File: config.mk
export PLATFORM = sky130hd
export DESIGN_NAME = uart_param
export DESIGN_NICKNAME = d
export VERILOG_FILES = /design/src/rtl/uart_param.sv
export SDC_FILE = /design/constraint.sdc
export NUM_CORES = 1
export LEC_CHECK = 0
export CAP_MARGIN = 20
export CORE_MARGIN = 2
export CORE_UTILIZATION = 50
export CTS_CLUSTER_SIZE = 30
export DETAILED_ROUTE_END_ITERATION = 8
export GPL_TIMING_DRIVEN = 0
export HOLD_SLACK_MARGIN = 0.03
export PLACE_DENSITY = 0.79
export SETUP_SLACK_MARGIN = 0.05
export SLEW_MARGIN = 20
export SYNTH_ARGS = -nofsm -noshare
export SYNTH_HDL_FRONTEND = slang
export SYNTH_SLANG_ARGS = --single-unit
File: constraint.sdc
create_clock -name clk -period 3.2 [get_ports clk]
set_clock_uncertainty 0.2 [all_clocks]
set_input_delay 0.96 -clock clk [delete_from_list [all_inputs] [get_ports clk]]
set_output_delay 0.96 -clock clk [all_outputs]
set_load 0.01 [all_outputs]
File: src/rtl/uart_param.sv
// Single-clock UART: programmable width/parity/stop bits, 16x oversampled receiver
// with start-bit glitch rejection, frame/parity/overrun flags and load/unload handshake.
//
// TX state  | meaning
// ----------+-----------------------------------------------------------
// TX_IDLE   | line high, waiting for a loaded word and tx_enable
// TX_START  | driving the start bit (0)
// TX_DATA   | shifting data bits out, LSB first
// TX_PARITY | driving the parity bit (only when parity is enabled)
// TX_STOP   | driving STOP_BITS stop periods (1)
//
// RX state  | meaning
// ----------+-----------------------------------------------------------
// RX_IDLE   | waiting for a synchronised high->low edge
// RX_START  | half-bit wait, then confirm start bit is still low
// RX_DATA   | sampling data bits at mid-bit
// RX_PARITY | sampling the parity bit
// RX_STOP   | sampling the first stop bit and delivering the word
module uart_param #(
   parameter int DATA_BITS  = 8,
   parameter int BAUD_DIV   = 27,
   parameter int PARITY_EN  = 0,
   parameter int PARITY_ODD = 0,
   parameter int STOP_BITS  = 1
) (
   input  logic                 clk,
   input  logic                 reset,
   input  logic                 ld_tx_data,
   input  logic [DATA_BITS-1:0] tx_data,
   input  logic                 tx_enable,
   output logic                 tx_out,
   output logic                 tx_empty,
   input  logic                 uld_rx_data,
   input  logic                 rx_enable,
   input  logic                 rx_in,
   output logic [DATA_BITS-1:0] rx_data,
   output logic                 rx_empty,
   output logic                 rx_frame_err,
   output logic                 rx_parity_err,
   output logic                 rx_overrun
);

   localparam int                BIT_CLKS  = 16 * BAUD_DIV;
   localparam int                TCNT_W    = $clog2(BIT_CLKS);
   localparam logic [TCNT_W-1:0] TCNT_LAST = TCNT_W'(BIT_CLKS - 1);
   localparam int                PRE_W     = $clog2(BAUD_DIV);
   localparam logic [PRE_W-1:0]  PRE_LAST  = PRE_W'(BAUD_DIV - 1);
   localparam logic [2:0]        LAST_DATA = 3'(DATA_BITS - 1);
   localparam logic [2:0]        LAST_STOP = 3'(STOP_BITS - 1);
   localparam logic              HAS_PAR   = (PARITY_EN != 0);
   localparam logic              PAR_INV   = (PARITY_ODD != 0);

   typedef enum logic [2:0] {TX_IDLE, TX_START, TX_DATA, TX_PARITY, TX_STOP} tx_state_e;
   typedef enum logic [2:0] {RX_IDLE, RX_START, RX_DATA, RX_PARITY, RX_STOP} rx_state_e;

   tx_state_e             tx_state_q, tx_state_d;
   logic [TCNT_W-1:0]     tx_cnt_q, tx_cnt_d;
   logic [2:0]            tx_idx_q, tx_idx_d;
   logic [DATA_BITS-1:0]  tx_hold_q, tx_hold_d;
   logic [DATA_BITS-1:0]  tx_shift_q, tx_shift_d;
   logic                  tx_out_q, tx_out_d;
   logic                  tx_empty_q, tx_empty_d;
   logic                  tx_bit_end;
   logic                  tx_par;

   assign tx_bit_end = (tx_cnt_q == '0);
   assign tx_par     = (^tx_hold_q) ^ PAR_INV;

   always_comb begin
      tx_state_d = tx_state_q;
      tx_cnt_d   = tx_cnt_q;
      tx_idx_d   = tx_idx_q;
      tx_hold_d  = tx_hold_q;
      tx_shift_d = tx_shift_q;
      tx_out_d   = tx_out_q;
      tx_empty_d = tx_empty_q;

      if (ld_tx_data && tx_empty_q) begin
         tx_hold_d  = tx_data;
         tx_empty_d = 1'b0;
      end
      if (tx_state_q != TX_IDLE) tx_cnt_d = tx_cnt_q - 1'b1;

      case (tx_state_q)
         TX_IDLE: begin
            tx_out_d = 1'b1;
            if (!tx_empty_q && tx_enable) begin
               tx_state_d = TX_START;
               tx_cnt_d   = TCNT_LAST;
               tx_shift_d = tx_hold_q;
               tx_out_d   = 1'b0;
            end
         end
         TX_START: begin
            if (tx_bit_end) begin
               tx_state_d = TX_DATA;
               tx_cnt_d   = TCNT_LAST;
               tx_idx_d   = 3'd0;
               tx_out_d   = tx_shift_q[0];
            end
         end
         TX_DATA: begin
            if (tx_bit_end) begin
               tx_cnt_d = TCNT_LAST;
               if (tx_idx_q == LAST_DATA) begin
                  tx_idx_d = 3'd0;
                  if (HAS_PAR) begin
                     tx_state_d = TX_PARITY;
                     tx_out_d   = tx_par;
                  end else begin
                     tx_state_d = TX_STOP;
                     tx_out_d   = 1'b1;
                  end
               end else begin
                  tx_idx_d   = tx_idx_q + 3'd1;
                  tx_shift_d = tx_shift_q >> 1;
                  tx_out_d   = tx_shift_q[1];
               end
            end
         end
         TX_PARITY: begin
            if (tx_bit_end) begin
               tx_state_d = TX_STOP;
               tx_cnt_d   = TCNT_LAST;
               tx_idx_d   = 3'd0;
               tx_out_d   = 1'b1;
            end
         end
         TX_STOP: begin
            if (tx_bit_end) begin
               tx_cnt_d = TCNT_LAST;
               if (tx_idx_q == LAST_STOP) begin
                  tx_state_d = TX_IDLE;
                  tx_empty_d = 1'b1;
               end else begin
                  tx_idx_d = tx_idx_q + 3'd1;
               end
            end
         end
         default: tx_state_d = TX_IDLE;
      endcase
   end

   always_ff @(posedge clk or negedge reset) begin
      if (!reset) begin
         tx_state_q <= TX_IDLE;
         tx_cnt_q   <= '0;
         tx_idx_q   <= '0;
         tx_hold_q  <= '0;
         tx_shift_q <= '0;
         tx_out_q   <= 1'b1;
         tx_empty_q <= 1'b1;
      end else begin
         tx_state_q <= tx_state_d;
         tx_cnt_q   <= tx_cnt_d;
         tx_idx_q   <= tx_idx_d;
         tx_hold_q  <= tx_hold_d;
         tx_shift_q <= tx_shift_d;
         tx_out_q   <= tx_out_d;
         tx_empty_q <= tx_empty_d;
      end
   end

   assign tx_out   = tx_out_q;
   assign tx_empty = tx_empty_q;

   rx_state_e             rx_state_q, rx_state_d;
   logic                  rx_s1_q, rx_s2_q, rx_prev_q;
   logic [PRE_W-1:0]      presc_q, presc_d;
   logic [3:0]            rx_tcnt_q, rx_tcnt_d;
   logic [2:0]            rx_idx_q, rx_idx_d;
   logic [DATA_BITS-1:0]  rx_shift_q, rx_shift_d;
   logic                  rx_par_q, rx_par_d;
   logic [DATA_BITS-1:0]  rx_data_q, rx_data_d;
   logic                  rx_empty_q, rx_empty_d;
   logic                  rx_ferr_q, rx_ferr_d;
   logic                  rx_perr_q, rx_perr_d;
   logic                  rx_ovr_q, rx_ovr_d;
   logic                  rx_tick;
   logic                  rx_sample;

   assign rx_tick   = (presc_q == '0);
   assign rx_sample = rx_tick && (rx_tcnt_q == 4'd0);

   always_comb begin
      rx_state_d = rx_state_q;
      rx_tcnt_d  = rx_tcnt_q;
      rx_idx_d   = rx_idx_q;
      rx_shift_d = rx_shift_q;
      rx_par_d   = rx_par_q;
      rx_data_d  = rx_data_q;
      rx_empty_d = rx_empty_q;
      rx_ferr_d  = rx_ferr_q;
      rx_perr_d  = rx_perr_q;
      rx_ovr_d   = rx_ovr_q;
      presc_d    = rx_tick ? PRE_LAST : presc_q - 1'b1;

      if (uld_rx_data) begin
         rx_empty_d = 1'b1;
         rx_ferr_d  = 1'b0;
         rx_perr_d  = 1'b0;
         rx_ovr_d   = 1'b0;
      end
      if (rx_tick && rx_tcnt_q != 4'd0) rx_tcnt_d = rx_tcnt_q - 4'd1;

      if (!rx_enable) begin
         rx_state_d = RX_IDLE;
      end else begin
         case (rx_state_q)
            RX_IDLE: begin
               // edge detect also keeps a line stuck low after a frame error from re-arming
               if (rx_prev_q && !rx_s2_q) begin
                  rx_state_d = RX_START;
                  rx_tcnt_d  = 4'd7;
               end
            end
            RX_START: begin
               if (rx_sample) begin
                  if (rx_s2_q) begin
                     rx_state_d = RX_IDLE;
                  end else begin
                     rx_state_d = RX_DATA;
                     rx_tcnt_d  = 4'd15;
                     rx_idx_d   = 3'd0;
                  end
               end
            end
            RX_DATA: begin
               if (rx_sample) begin
                  rx_shift_d = {rx_s2_q, rx_shift_q[DATA_BITS-1:1]};
                  rx_tcnt_d  = 4'd15;
                  if (rx_idx_q == LAST_DATA) rx_state_d = HAS_PAR ? RX_PARITY : RX_STOP;
                  else rx_idx_d = rx_idx_q + 3'd1;
               end
            end
            RX_PARITY: begin
               if (rx_sample) begin
                  rx_par_d   = rx_s2_q;
                  rx_state_d = RX_STOP;
                  rx_tcnt_d  = 4'd15;
               end
            end
            RX_STOP: begin
               // a completing frame overrides a same-cycle unload
               if (rx_sample) begin
                  rx_data_d  = rx_shift_q;
                  rx_empty_d = 1'b0;
                  rx_ferr_d  = !rx_s2_q;
                  rx_perr_d  = HAS_PAR && (rx_par_q != ((^rx_shift_q) ^ PAR_INV));
                  rx_ovr_d   = !rx_empty_q && !uld_rx_data;
                  rx_state_d = RX_IDLE;
               end
            end
            default: rx_state_d = RX_IDLE;
         endcase
      end
   end

   always_ff @(posedge clk or negedge reset) begin
      if (!reset) begin
         rx_s1_q    <= 1'b1;
         rx_s2_q    <= 1'b1;
         rx_prev_q  <= 1'b1;
         presc_q    <= PRE_LAST;
         rx_state_q <= RX_IDLE;
         rx_tcnt_q  <= '0;
         rx_idx_q   <= '0;
         rx_shift_q <= '0;
         rx_par_q   <= 1'b0;
         rx_data_q  <= '0;
         rx_empty_q <= 1'b1;
         rx_ferr_q  <= 1'b0;
         rx_perr_q  <= 1'b0;
         rx_ovr_q   <= 1'b0;
      end else begin
         rx_s1_q    <= rx_in;
         rx_s2_q    <= rx_s1_q;
         rx_prev_q  <= rx_s2_q;
         presc_q    <= presc_d;
         rx_state_q <= rx_state_d;
         rx_tcnt_q  <= rx_tcnt_d;
         rx_idx_q   <= rx_idx_d;
         rx_shift_q <= rx_shift_d;
         rx_par_q   <= rx_par_d;
         rx_data_q  <= rx_data_d;
         rx_empty_q <= rx_empty_d;
         rx_ferr_q  <= rx_ferr_d;
         rx_perr_q  <= rx_perr_d;
         rx_ovr_q   <= rx_ovr_d;
      end
   end

   assign rx_data       = rx_data_q;
   assign rx_empty      = rx_empty_q;
   assign rx_frame_err  = rx_ferr_q;
   assign rx_parity_err = rx_perr_q;
   assign rx_overrun    = rx_ovr_q;

endmodule

==> run summary <==
The flow ran to the end, and the final reports show no timing, DRC or antenna violations. Dividing the synthesized area by the synthesized cell count gives 12.10 um^2. Prior to clock tree synthesis, the placed netlist has a worst setup slack of 0.1214 ns. The path class of the tightest hold or removal check is reg -> reg.

By area, the combinational part of the netlist is dominated by simple AND/OR/NAND/NOR gates. The worst register-to-register path has a setup slack of 0.65 ns. For this run, the slowest stage of the critical path takes 0.53 ns. The clock latency reported for the late side of the worst-skew pair is 0.34 ns. The initial antenna violation count came out at 0. The count of final max-slew check failures came out at 0.

The most common flop cell mapped by yosys is sky130_fd_sc_hd__dfrtp_1. The overall die area came out at 7275 um^2. The worst pin sits at a relative slew slack of 49.90%. In the post-synthesis netlist, the cell with the most instances is sky130_fd_sc_hd__dfrtp_1. The instance count along the most critical hold path is 0. After the flow finishes, the layout carries non-filler instances totaling 395.

The worst register-to-register path ends at rx_idx_q[1]$_DFFE_PN0P_. The area of all placed cells without fillers came out at 3886 um^2. The per-cell routed wire length came out at 14.38 um. The repair_antennas step left the layout with diodes totalling 0. The layout overhead on the synthesized area came out at 17.61%. The detailed route wirelength on metal2 is 2.782 mm.

The die span in y is 85.30 um. After detailed routing, the wire length on met1 is 2.716 mm. Adding up every negative setup slack in the final design gives 0 ns. STA classifies the critical path endpoint as a flop. The I/O pin count came out at 29. The aggregate global-route resource usage is 17.34%. The via count of the first global-routing pass was 2201. The sum of net half-perimeters after detailed placement came out at 3.953 mm.

The share of flip-flops with an asynchronous set or reset is 100.0%. Along the worst path, the maximum fanout reaches 9. Clock-pin slew was measured on the worst setup and hold paths at 0.08 ns. The post-synthesis cell count is 273.

The setup slack of the critical path after layout came out at 0.5002 ns. The final setup violation count is 0. The final layout net count is 338. TritonCTS built the clock tree. The clock root buffer is sky130_fd_sc_hd__clkbuf_8. The fill cell instance count of the final layout came out at 520. The pin slew with the least headroom to its limit is 0.7480 ns. Counting tap cells, the placed design contains a total of 379 instances. The routed design has 5.682 mm of wire. The final RePlAce weighted congestion is 0.8551. The horizontal die dimension came out at 85.30 um. The leakage power summed over all cells is 0.001745 uW. The area of the multi-input gates is 1439 um^2. The number of sinks on the clock net came out at 71. The distinct cell type count of the synthesized netlist is 54. The synthesized netlist devotes 2.651% of its cell area to XOR and XNOR gates.

Of the total synthesized cell area, the portion taken by full adders, half adders and majority gates is 3.786%. Across the run, the number of max-cap violations was 0. The remaining design rule violation count came out at 0. The areal power density over the cells is 522.0 nW/um^2. In this run the standard cell core region covers 6386 um^2.

By startpoint and endpoint, the worst setup path is classified as in -> reg. The first-pass GRT wire length is 10.03 mm. The routed wire length on met3 is 99 um. Setup repair after global routing left no endpoint under its margin. The level count of the clock H-tree is 3. The cell area after technology mapping is 3304 um^2. The share of post-route cells with drive strength above 1 is 26.42%. After layout, the worst path uses 84.37% of the clock period. The pin count of the biggest net entering global routing is 60. The post-placement cell area came out at 3706 um^2. The number of cells upsized or downsized after cts came out at 0. STA puts the critical path data arrival time at 2.78 ns. The multiplexer fraction of the synthesized cell area came out at 14.62%.

The total setup buffers inserted after CTS is 0. The top achievable clock speed came out at 370.4 MHz. After synthesis, the most frequently instantiated cells are 62 x sky130_fd_sc_hd__dfrtp_1, 38 x sky130_fd_sc_hd__mux2_2, 21 x sky130_fd_sc_hd__nand2_1.

The count of flip-flops with a built-in enable after synthesis is 0. STA puts the critical path data required time at 3.28 ns. In the post-synthesis netlist, the biggest area contributors are sky130_fd_sc_hd__dfrtp_1 47%, sky130_fd_sc_hd__mux2_2 13%, sky130_fd_sc_hd__dfstp_2 7.2%, sky130_fd_sc_hd__ha_1 3.8%, sky130_fd_sc_hd__nand2_1 2.4%. The compound-cell area share of the yosys netlist is 7.043%.

The worst setup path is launched from an input pin. The initial standard-cell utilization of the core is 51.74%. The number of DRC markers in iteration 0 came out at 112. Traced cell by cell, the critical path runs through clkdlybuf4s50_1, nor2b_1, nand4_2, nor3_1, a22o_2.

The synthesized-area fraction occupied by and/or/nand/nor cells came out at 15.45%. The top layer reached by signal wires is met4. The total clock buffers created by CTS came out at 9. The total overflow left after global routing is 0. The final critical path time including I/O delays and setup came out at 2.700 ns. The startpoint identified for the worst hold timing path is rx_s1_q$_DFF_PN1_. The sequential share of the synthesized area came out at 54.11%. The register bit count reported by yosys came out at 71. The clock passes through at most 2 buffers. For hold timing, the worst endpoint is rx_s2_q$_DFF_PN1_. Yosys printed 0 warnings. The final hold violation count came out at 0.

The cell class contributing the biggest share of worst-path delay is simple AND/OR/NAND/NOR gates. Once detail routing completed, the nets flagged for antenna violations numbered 0. The number of vias per cell is 5.463. When the netlist entered floorplanning its net count stood at 298. The cell row count is 29. The slowest library cell on the worst path is sky130_fd_sc_hd__clkdlybuf4s50_1.

The worst register-to-register path begins at presc_q[0]$_DFF_PN0_. The count of input and output buffers came out at 28. The number of iterations in the first detailed-routing pass came out at 4. The total power after layout is 2028 uW.

For the worst flop-to-flop path, the logic depth is 6. The number of buffers and inverters on the critical path is 1. The synthesized design spends more area on one cell type than any other, namely sky130_fd_sc_hd__dfrtp_1.

The flip-flop and latch area is 1788 um^2. The area share of the largest cell type after synthesis is 46.95%. The number of hold-repair buffers added at the cts stage came out at 0.

The maximum ir drop on the vdd rail is 0.0004083 V. The detailed router placed 2158 vias in this run.
[per-stage QoR]
step                      hold slack (ns)  utilization [%]
final                              0.1600            60.85
after CTS                          0.1611            60.85
after floorplan                    0.1452                -
after global placement             0.1457            57.64
after global routing               0.1709            60.85
after detailed placement           0.1485            58.03
[registers in the layout, indices dropped and copies added (netlist names), 3 cells and up]
name / count
presc_q: 5
tx_state_q: 3
tx_idx_q: 3
tx_cnt_q: 9
rx_data: 8
tx_hold_q: 8
tx_shift_q: 8
rx_shift_q: 8
rx_tcnt_q: 4
rx_state_q: 3
rx_idx_q: 3
[kinds of logic after synthesis]
kind of cell,after synthesis
flops,71
compound gates,35
fa+ha+maj,10
simple gates,85
buf+inv,19
mux,43
xor+xnor,10
[power breakdown]
group | total (uW) | switching, uW | internal, uW
sequential | 1090 | 75.9 | 1010
clock | 639 | 350 | 289
combinational | 302 | 141 | 160
[layer usage]
layer | track usage, % | up-vias
li1 | - | 1050
met1 | 22.91 | 1074
met2 | 28.13 | 29
met3 | 2.626 | 5
met4 | 8.369 | 0
met5 | 0 | -
[area by class of cell]
cell class	count	share of cell area, %
clock buffer	9	3.187
buffer	7	0.8371
timing repair buffer	29	7.856
clock inverter	7	1.449
multi-input combinational	183	37.03
sequential	71	46.01
inverter	12	1.159
tap	77	2.479
[cell usage in the layout, fill, tap and decap left out, types with 4 or more instances in the layout]
| cell type | synthesis | final |
|---|---|---|
| sky130_fd_sc_hd__o21ai_0 | 8 | 8 |
| sky130_fd_sc_hd__mux2i_1 | 4 | 4 |
| sky130_fd_sc_hd__xnor2_1 | 5 | 5 |
| sky130_fd_sc_hd__nor3_1 | 4 | 4 |
| sky130_fd_sc_hd__ha_1 | 10 | 10 |
| sky130_fd_sc_hd__dfrtp_1 | 62 | 62 |
| sky130_fd_sc_hd__clkbuf_8 | 0 | 9 |
| sky130_fd_sc_hd__or2_2 | 4 | 4 |
| sky130_fd_sc_hd__nand2b_1 | 4 | 4 |
| sky130_fd_sc_hd__clkdlybuf4s50_1 | 0 | 27 |
| sky130_fd_sc_hd__xor2_1 | 5 | 5 |
| sky130_fd_sc_hd__nand2_1 | 21 | 21 |
| sky130_fd_sc_hd__dfstp_2 | 9 | 9 |
| sky130_fd_sc_hd__a21oi_1 | 8 | 8 |
| sky130_fd_sc_hd__nor2b_1 | 5 | 5 |
| sky130_fd_sc_hd__mux2_2 | 38 | 38 |
| sky130_fd_sc_hd__inv_1 | 12 | 12 |
| sky130_fd_sc_hd__nand3_1 | 6 | 6 |
| sky130_fd_sc_hd__clkbuf_1 | 4 | 4 |
| sky130_fd_sc_hd__nor2_1 | 13 | 13 |
[worst max-delay path by stage]
stage	start	to	slack, ns	cells past startpoint
final	rx_enable	rx_idx_q[1]$_DFFE_PN0P_	0.50	5
after global routing	rx_enable	rx_idx_q[1]$_DFFE_PN0P_	0.38	5
after CTS	rx_enable	rx_idx_q[1]$_DFFE_PN0P_	0.47	5
after detailed placement	rx_enable	rx_idx_q[0]$_DFFE_PN0P_	0.12	5
after global placement	reset	tx_cnt_q[7]$_DFF_PN0_	-1.34	1
after floorplan	presc_q[0]$_DFF_PN0_	rx_idx_q[0]$_DFFE_PN0P_	0.96	6
[worst reg2reg max path, delay by kind of cell (launching register included)]
family	cells	cell delay, ns
adder cells (fa/ha/maj)	1	0.18
AO/OA/AOI/OAI	1	0.22
buffers and inverters	1	0.09
AND/OR/NAND/NOR	3	1.40
flip-flops	1	0.40
(Power assumes the default switching activity.)
